[config.mk]
export PLATFORM = sky130hd
export DESIGN_NAME = pipeline
export DESIGN_NICKNAME = d
export VERILOG_FILES = /design/src/rtl/pipeline.sv
export SDC_FILE = /design/constraint.sdc
export NUM_CORES = 2
export LEC_CHECK = 0
export ABC_CLOCK_PERIOD_IN_PS = 8900
export BUFFER_PORTS_ARGS = -buffer_cell sky130_fd_sc_hd__buf_2
export CAP_MARGIN = 20
export CELL_PAD_IN_SITES_DETAIL_PLACEMENT = 0
export CELL_PAD_IN_SITES_GLOBAL_PLACEMENT = 1
export CORE_MARGIN = 5
export CORE_UTILIZATION = 30
export CTS_CLUSTER_DIAMETER = 80
export DETAILED_ROUTE_END_ITERATION = 7
export PLACE_DENSITY_LB_ADDON = 0.2
export SLEW_MARGIN = 20
export SYNTH_ARGS = -nofsm -noshare
export SYNTH_HDL_FRONTEND = slang
export SYNTH_SLANG_ARGS = --single-unit
[constraint.sdc]
create_clock -name clk -period 8.9 [get_ports clk]
set_input_delay 2.225 -clock clk [delete_from_list [all_inputs] [get_ports clk]]
set_output_delay 2.225 -clock clk [all_outputs]
set_load 0.01 [all_outputs]
[src/rtl/pipeline.sv]
// Three-stage two-term dot product: C = A1*B1 + A2*B2 mod 2^WIDTH.
// Stage 1 registers operands, stage 2 registers truncated products, stage 3 registers the sum.

module pipeline_term #(
    parameter int WIDTH = 32
) (
    input  logic             clk,
    input  logic             rst,
    input  logic [WIDTH-1:0] a,
    input  logic [WIDTH-1:0] b,
    output logic [WIDTH-1:0] p_r
);
    logic [WIDTH-1:0] a_r;
    logic [WIDTH-1:0] b_r;
    logic [WIDTH-1:0] prod;

    // Only the low WIDTH bits of the product can influence the wrapped result.
    assign prod = a_r * b_r;

    always_ff @(posedge clk) begin
        if (rst) begin
            a_r <= '0;
            b_r <= '0;
            p_r <= '0;
        end else begin
            a_r <= a;
            b_r <= b;
            p_r <= prod;
        end
    end
endmodule

module pipeline #(
    parameter int WIDTH = 32
) (
    input  logic             clk,
    input  logic             rst,
    input  logic [WIDTH-1:0] A1,
    input  logic [WIDTH-1:0] B1,
    input  logic [WIDTH-1:0] A2,
    input  logic [WIDTH-1:0] B2,
    output logic [WIDTH-1:0] C
);
    localparam int NUM_TERMS = 2;

    logic [NUM_TERMS-1:0][WIDTH-1:0] a_in;
    logic [NUM_TERMS-1:0][WIDTH-1:0] b_in;
    logic [NUM_TERMS-1:0][WIDTH-1:0] p_r;

    assign a_in = {A2, A1};
    assign b_in = {B2, B1};

    for (genvar g = 0; g < NUM_TERMS; g++) begin : g_term
        pipeline_term #(.WIDTH(WIDTH)) u_term (
            .clk (clk),
            .rst (rst),
            .a   (a_in[g]),
            .b   (b_in[g]),
            .p_r (p_r[g])
        );
    end

    always_ff @(posedge clk) begin
        if (rst) C <= '0;
        else     C <= p_r[0] + p_r[1];
    end
endmodule

Word level (Yosys, flattened, before mapping)
Index checks and enable logic that the tools add are counted.

word-level totals
  flip-flop bits (word level) = 224
  logic and storage cells = 10

cells by class
  add/subtract/negate cells = 1
  multiply operators = 2

operator list
  kind              count
  $mul A32 B32 Y32  2
  $add A32 B32 Y32  1

Depth between registers and ports, before layout
  word-level depth = 1
  gate-level depth with buffers = 30
  mapped depth without buffers = 28

Modules after synthesis
Synthesis repeated with hierarchy kept, for this count alone.

unflattened totals
  cells, all modules = 4,154
  area, all modules = 39,242.6 um2

by module, submodules not included
  module                            instances  cells an instance  area each (um2)
  pipeline_term (g_term[1].u_term)  1          1,907              18,246.2
  pipeline_term (g_term[0].u_term)  1          1,902              18,236.2
  pipeline                          1          345                2,760.1

Worst setup path before layout
No wires, ideal clock.

  kind = register to register
  start = register g_term[1].u_term.a_r[13]
  end = register g_term[1].u_term.p_r[30]
  setup time = 0.123 ns
  data arrival time = 6.821 ns
  required time = 8.777 ns
  slack = 1.956 ns
  stages on the path, launching flop included = 24
  period minus slack after synthesis = 6.944 ns
  cells stage by stage = dfxtp_1 > clkbuf_1 > clkbuf_1 > nand2_1 > fa_1 > fa_1 > inv_1 > fa_1 > inv_1 > fa_1 > inv_1 > fa_1 > fa_1 > fa_1 > fa_1 > ha_1 > clkbuf_1 > a21o_1 > a21oi_1 > o21ai_2 > a2111o_1 > a31o_1 > o31ai_4 > mux2_1

on the way
  longest elaborated chain between the ends = 1

ends and longest elaborated chain
  item                    line  source
  from (decl)             13    logic [WIDTH-1:0] a_r;
  from (signal assigned)  22    a_r <= '0;
  from (signal assigned)  26    a_r <= a;
  $mul A32 B32 Y32        18    assign prod = a_r * b_r;
  to (signal assigned)    28    p_r <= prod;
  to (decl)               11    output logic [WIDTH-1:0] p_r

Every way passes these cells.
A chain may end at the register's enable or synchronous reset.

Worst setup path after layout
  start = register g_term[1].u_term.b_r[2]
  end = register g_term[1].u_term.p_r[30]

on the way
  longest elaborated chain between the ends = 1

ends and longest elaborated chain
  item                    line  source
  from (decl)             14    logic [WIDTH-1:0] b_r;
  from (signal assigned)  23    b_r <= '0;
  from (signal assigned)  27    b_r <= b;
  $mul A32 B32 Y32        18

Every way passes these cells.

==> results_dict.tcl <==
set metrics [dict create \
    pwr_density_mw_per_mm2 189.9 \
    final.setup.tns_ns 0 \
    worstRegToRegCells 21 \
    p_int_mw 4.241 \
    timing.hold.worst_path_depth 3 \
    pwr-share-seq 0.172 \
    maximum_number_of_pins_on_one_net_before_global_route_repair 118 \
    pwr-share-clk 0.183 \
    grt_pass1_vias 29580 \
    finalMaxSlewViolations 0 \
    drc_errors 0 \
    ir_worst_vdd_v 0.0002127 \
    clock.fmax_mhz 130.1 \
    power.total_mw 8.038 \
    worst_path_max_delay_cell "sky130_fd_sc_hd__dfxtp_1" \
    cts_repair_resize_count 0 \
    setup_viol_count_final 0 \
    synthTopCellsByCount "sky130_fd_sc_hd__inv_1, sky130_fd_sc_hd__fa_1, sky130_fd_sc_hd__nand2_1" \
    clockRootBuffer "sky130_fd_sc_hd__clkbuf_16" \
    post-route-period-util 0.8640 \
    yosys_warnings 0 \
    detailroute.via_count 26490 \
    routedWlPerCell_um 19.42 \
    outcome "complete, no violations" \
    coreArea_mm2 0.1275 \
    worst_ep_required_time_ns 9.35 \
    critical_path.max_fanout 26 \
    synth-edff-count 0 \
    proportion_of_total_power_due_to_net_switching 0.4723 \
    cts_hold_buf 0 \
    boundaryPins 162 \
    global_route.usage.total 0.1739 \
    die_height_um 368 \
    period_minus_slack_ns 7.689 \
    cts.sink_count 224 \
    critical_path.endpoint_type "register" \
    chipWidth_um 368 \
    arrival_ns 8.14 \
    worstHoldStart "g_term[1].u_term.p_r[1]" \
    cts_htree_levels 2 \
    rrSetupSlack_ns 1.21 \
    numPortBuffers 161 \
    clockBufferDepth 3 \
    timing.final.hold_violations 0 \
    criticalPathCategory "register to register" \
    synth_area_per_cell_um2 9.216 \
    fin_util 0.3319 \
    global_route.overflow_total 0 \
    total_leakage_power_nw 20.38 \
    initial_core_utilization 0.3015 \
    netlist_area_mm2 0.03845 \
    drv_cap 0 \
    cts_tree "built" \
    synthesis.instances 4172 \
    timing.rr.end "g_term[1].u_term.p_r[30]" \
    reg_clk_slew_reported_paths_ns 0.05 \
    drive_gt1_frac 0.07015 \
    finalClockSkew_ns 0.04362 \
    worst_path_largest_cell_delay_ns 1.05 \
    vias_per_inst 4.472 \
    crit_path_buf_inv_count 3 \
    reg2reg_from "g_term[1].u_term.b_r[2]" \
    setup.worst_path.start_class "register" \
    crit_path_cell_trace "nand2_1 > fa_1 > fa_1 > fa_1 > inv_1 > fa_1 > ha_1 > ha_1 > inv_1 > fa_1 > fa_1 > inv_1 > ha_1 > a21o_1 > a2111o_1 > o221ai_2 > o21ai_2 > a2111o_1 > a31o_1 > o31ai_4 > mux2_1" \
    grt_setup_unrepaired "false" \
    num-nets-final 5458 \
    cts-buffers-inserted 36 \
    slew_headroom 0.2515 \
    netlist_top_cells_area "sky130_fd_sc_hd__fa_1, sky130_fd_sc_hd__dfxtp_1, sky130_fd_sc_hd__ha_1" \
    die_area_mm2 0.1354 \
    synth_area_leader_cell "sky130_fd_sc_hd__fa_1" \
    cpLargestDelayFamily "adder cells" \
    post-synth-top-area-fraction 0.4254 \
    wirelength_um 115100 \
    power_switching_mw 3.796 \
    cp.depth 21 \
    min_to "C[1]" \
    worst-slew-pin-transition_ns 1.121 \
    ys_async_sr_fraction 0 \
    yosys.cell_count.top_type "sky130_fd_sc_hd__inv_1" \
    drtAntennaViolNets 0 \
    mappedNetlistNets 5396 \
    antenna_violations_before_repair 5 \
    synth_cell_types 51 \
    final.fill_count 13480 \
    gp_congestion 0.8049 \
    flow.area_growth_from_synthesis_pct 10.08 \
    cpMostUsedCell "sky130_fd_sc_hd__fa_1" \
    grt_pass1_wl_um 180700 \
    worst_hold_path_type "register to register" \
    post-dp-hpwl_um 93820 \
    synthFlopType "sky130_fd_sc_hd__dfxtp_1" \
    yosys_register_bits 224 \
    cts_setup_buffers 0 \
    combinationalPowerShare 0.644 \
    placement_rows 131 \
    final_antenna_diode_count 0 \
    dr.pass1.iters 5 \
    synth-seq-area-share 0.1166 \
    clk_latency_ns 0.61 \
    first_iter_violations 1064 \
]
## cell families (layout without fill, tap and decap cells)
family | Yosys count | count (layout) | synth area share
AND/OR/NAND/NOR | 1424 | 1424 | 0.1863
XOR/XNOR | 194 | 194 | 0.04419
AO/OA/AOI/OAI | 212 | 212 | 0.03723
flip-flops | 224 | 224 | 0.1166
adder cells (fa/ha/maj) | 1094 | 1094 | 0.5155
multiplexers | 1 | 1 | 0.0002929
buffers and inverters | 1023 | 1113 | 0.09987
## area by class of cell
class,instances,area [µm²],area share
Inverter,820,3078,0.07272
Clock inverter,18,215.2,0.005085
Tap cell,1662,2079,0.04913
Multi-Input combinational cell,2925,30130,0.7118
Timing Repair Buffer,227,1323,0.03125
Sequential cell,224,4488,0.1060
Clock buffer,48,1016,0.02400
## routing by layer
metal  global-route usage  vias to the layer above  routed length (µm)
met2               0.2860                      422               53590
met3              0.02372                       98                4148
li1                     -                    12330                   -
met5                    0                        -                   0
met4              0.03520                        0                2269
met1               0.2459                    13650               55060
## through the flow
stage          area [µm²]  std cells  setup WS, ns  hold slack [ns]
2_1_floorplan       38450       4172         1.956           0.5241
3_3_place_gp        41090       5858         1.169           0.6203
3_5_place_dp        41090       5858         1.187           0.6256
4_1_cts             42320       5924         1.159           0.6319
5_1_grt             42320       5924        0.7510           0.6731
6_report            42320       5924         1.211           0.6270
## registers in the layout, indices dropped and copies added (netlist names)
name,count
C,32
g_term.u_term.a_r,64
g_term.u_term.b_r,64
g_term.u_term.p_r,64
## cell usage in the layout (no fill, tap or decap), drive strengths merged, types with 2 or more instances in the layout
master,Yosys,final
bufinv,0,2
o21a,11,11
nor3,26,26
o31ai,5,5
dfxtp,224,224
a31oi,4,4
and2,529,529
xnor2,139,139
nand4,6,6
a41oi,2,2
inv,820,831
clkinv,0,4
o211ai,8,8
a21o,35,35
fa,817,817
o2111ai,3,3
a31o,2,2
clkbuf,201,49
and4,3,3
a211oi,13,13
buf,2,226
nor2,112,112
o21ai,37,37
nand3,15,15
a21oi,62,62
and3,4,4
nand2b,10,10
ha,277,277
a2111o,5,5
o21bai,14,14
a2111oi,3,3
nand2,569,569
xor2,55,55
nor2b,145,145
or3,3,3
## worst reg2reg max path, cell delays in order, from the launching register on
cell	delay, ns
sky130_fd_sc_hd__dfxtp_1	1.05
sky130_fd_sc_hd__nand2_1	0.21
sky130_fd_sc_hd__fa_1	0.60
sky130_fd_sc_hd__fa_1	0.43
sky130_fd_sc_hd__fa_1	0.51
sky130_fd_sc_hd__inv_1	0.06
sky130_fd_sc_hd__fa_1	0.53
sky130_fd_sc_hd__ha_1	0.23
sky130_fd_sc_hd__ha_1	0.30
sky130_fd_sc_hd__inv_1	0.07
sky130_fd_sc_hd__fa_1	0.42
sky130_fd_sc_hd__fa_1	0.49
sky130_fd_sc_hd__inv_1	0.04
sky130_fd_sc_hd__ha_1	0.34
sky130_fd_sc_hd__a21o_1	0.22
sky130_fd_sc_hd__a2111o_1	0.41
sky130_fd_sc_hd__o221ai_2	0.28
sky130_fd_sc_hd__o21ai_2	0.15
sky130_fd_sc_hd__a2111o_1	0.44
sky130_fd_sc_hd__a31o_1	0.26
sky130_fd_sc_hd__o31ai_4	0.18
sky130_fd_sc_hd__mux2_1	0.34
## power by group through the flow
stage	Sequential, mW	Clock (mW)	Combinational (mW)
after global routing	1.41	1.57	5.89
after global placement	1.41	0	5.25
final	1.39	1.47	5.18
after floorplan	1.29	0	3.72
after CTS	1.39	1.54	5.28
after detailed placement	1.41	0	5.25
## worst max-delay path by stage
stage                                  start                        to  slack, ns
finish               g_term[1].u_term.b_r[2]  g_term[1].u_term.p_r[30]       1.21
global route         g_term[0].u_term.b_r[4]  g_term[0].u_term.p_r[31]       0.75
CTS                  g_term[0].u_term.b_r[3]  g_term[0].u_term.p_r[31]       1.16
detailed placement   g_term[1].u_term.b_r[2]  g_term[1].u_term.p_r[29]       1.19
global placement     g_term[0].u_term.b_r[2]  g_term[0].u_term.p_r[31]       1.17
floorplan           g_term[1].u_term.a_r[13]  g_term[1].u_term.p_r[30]       1.96
(Power assumes the default switching activity.)
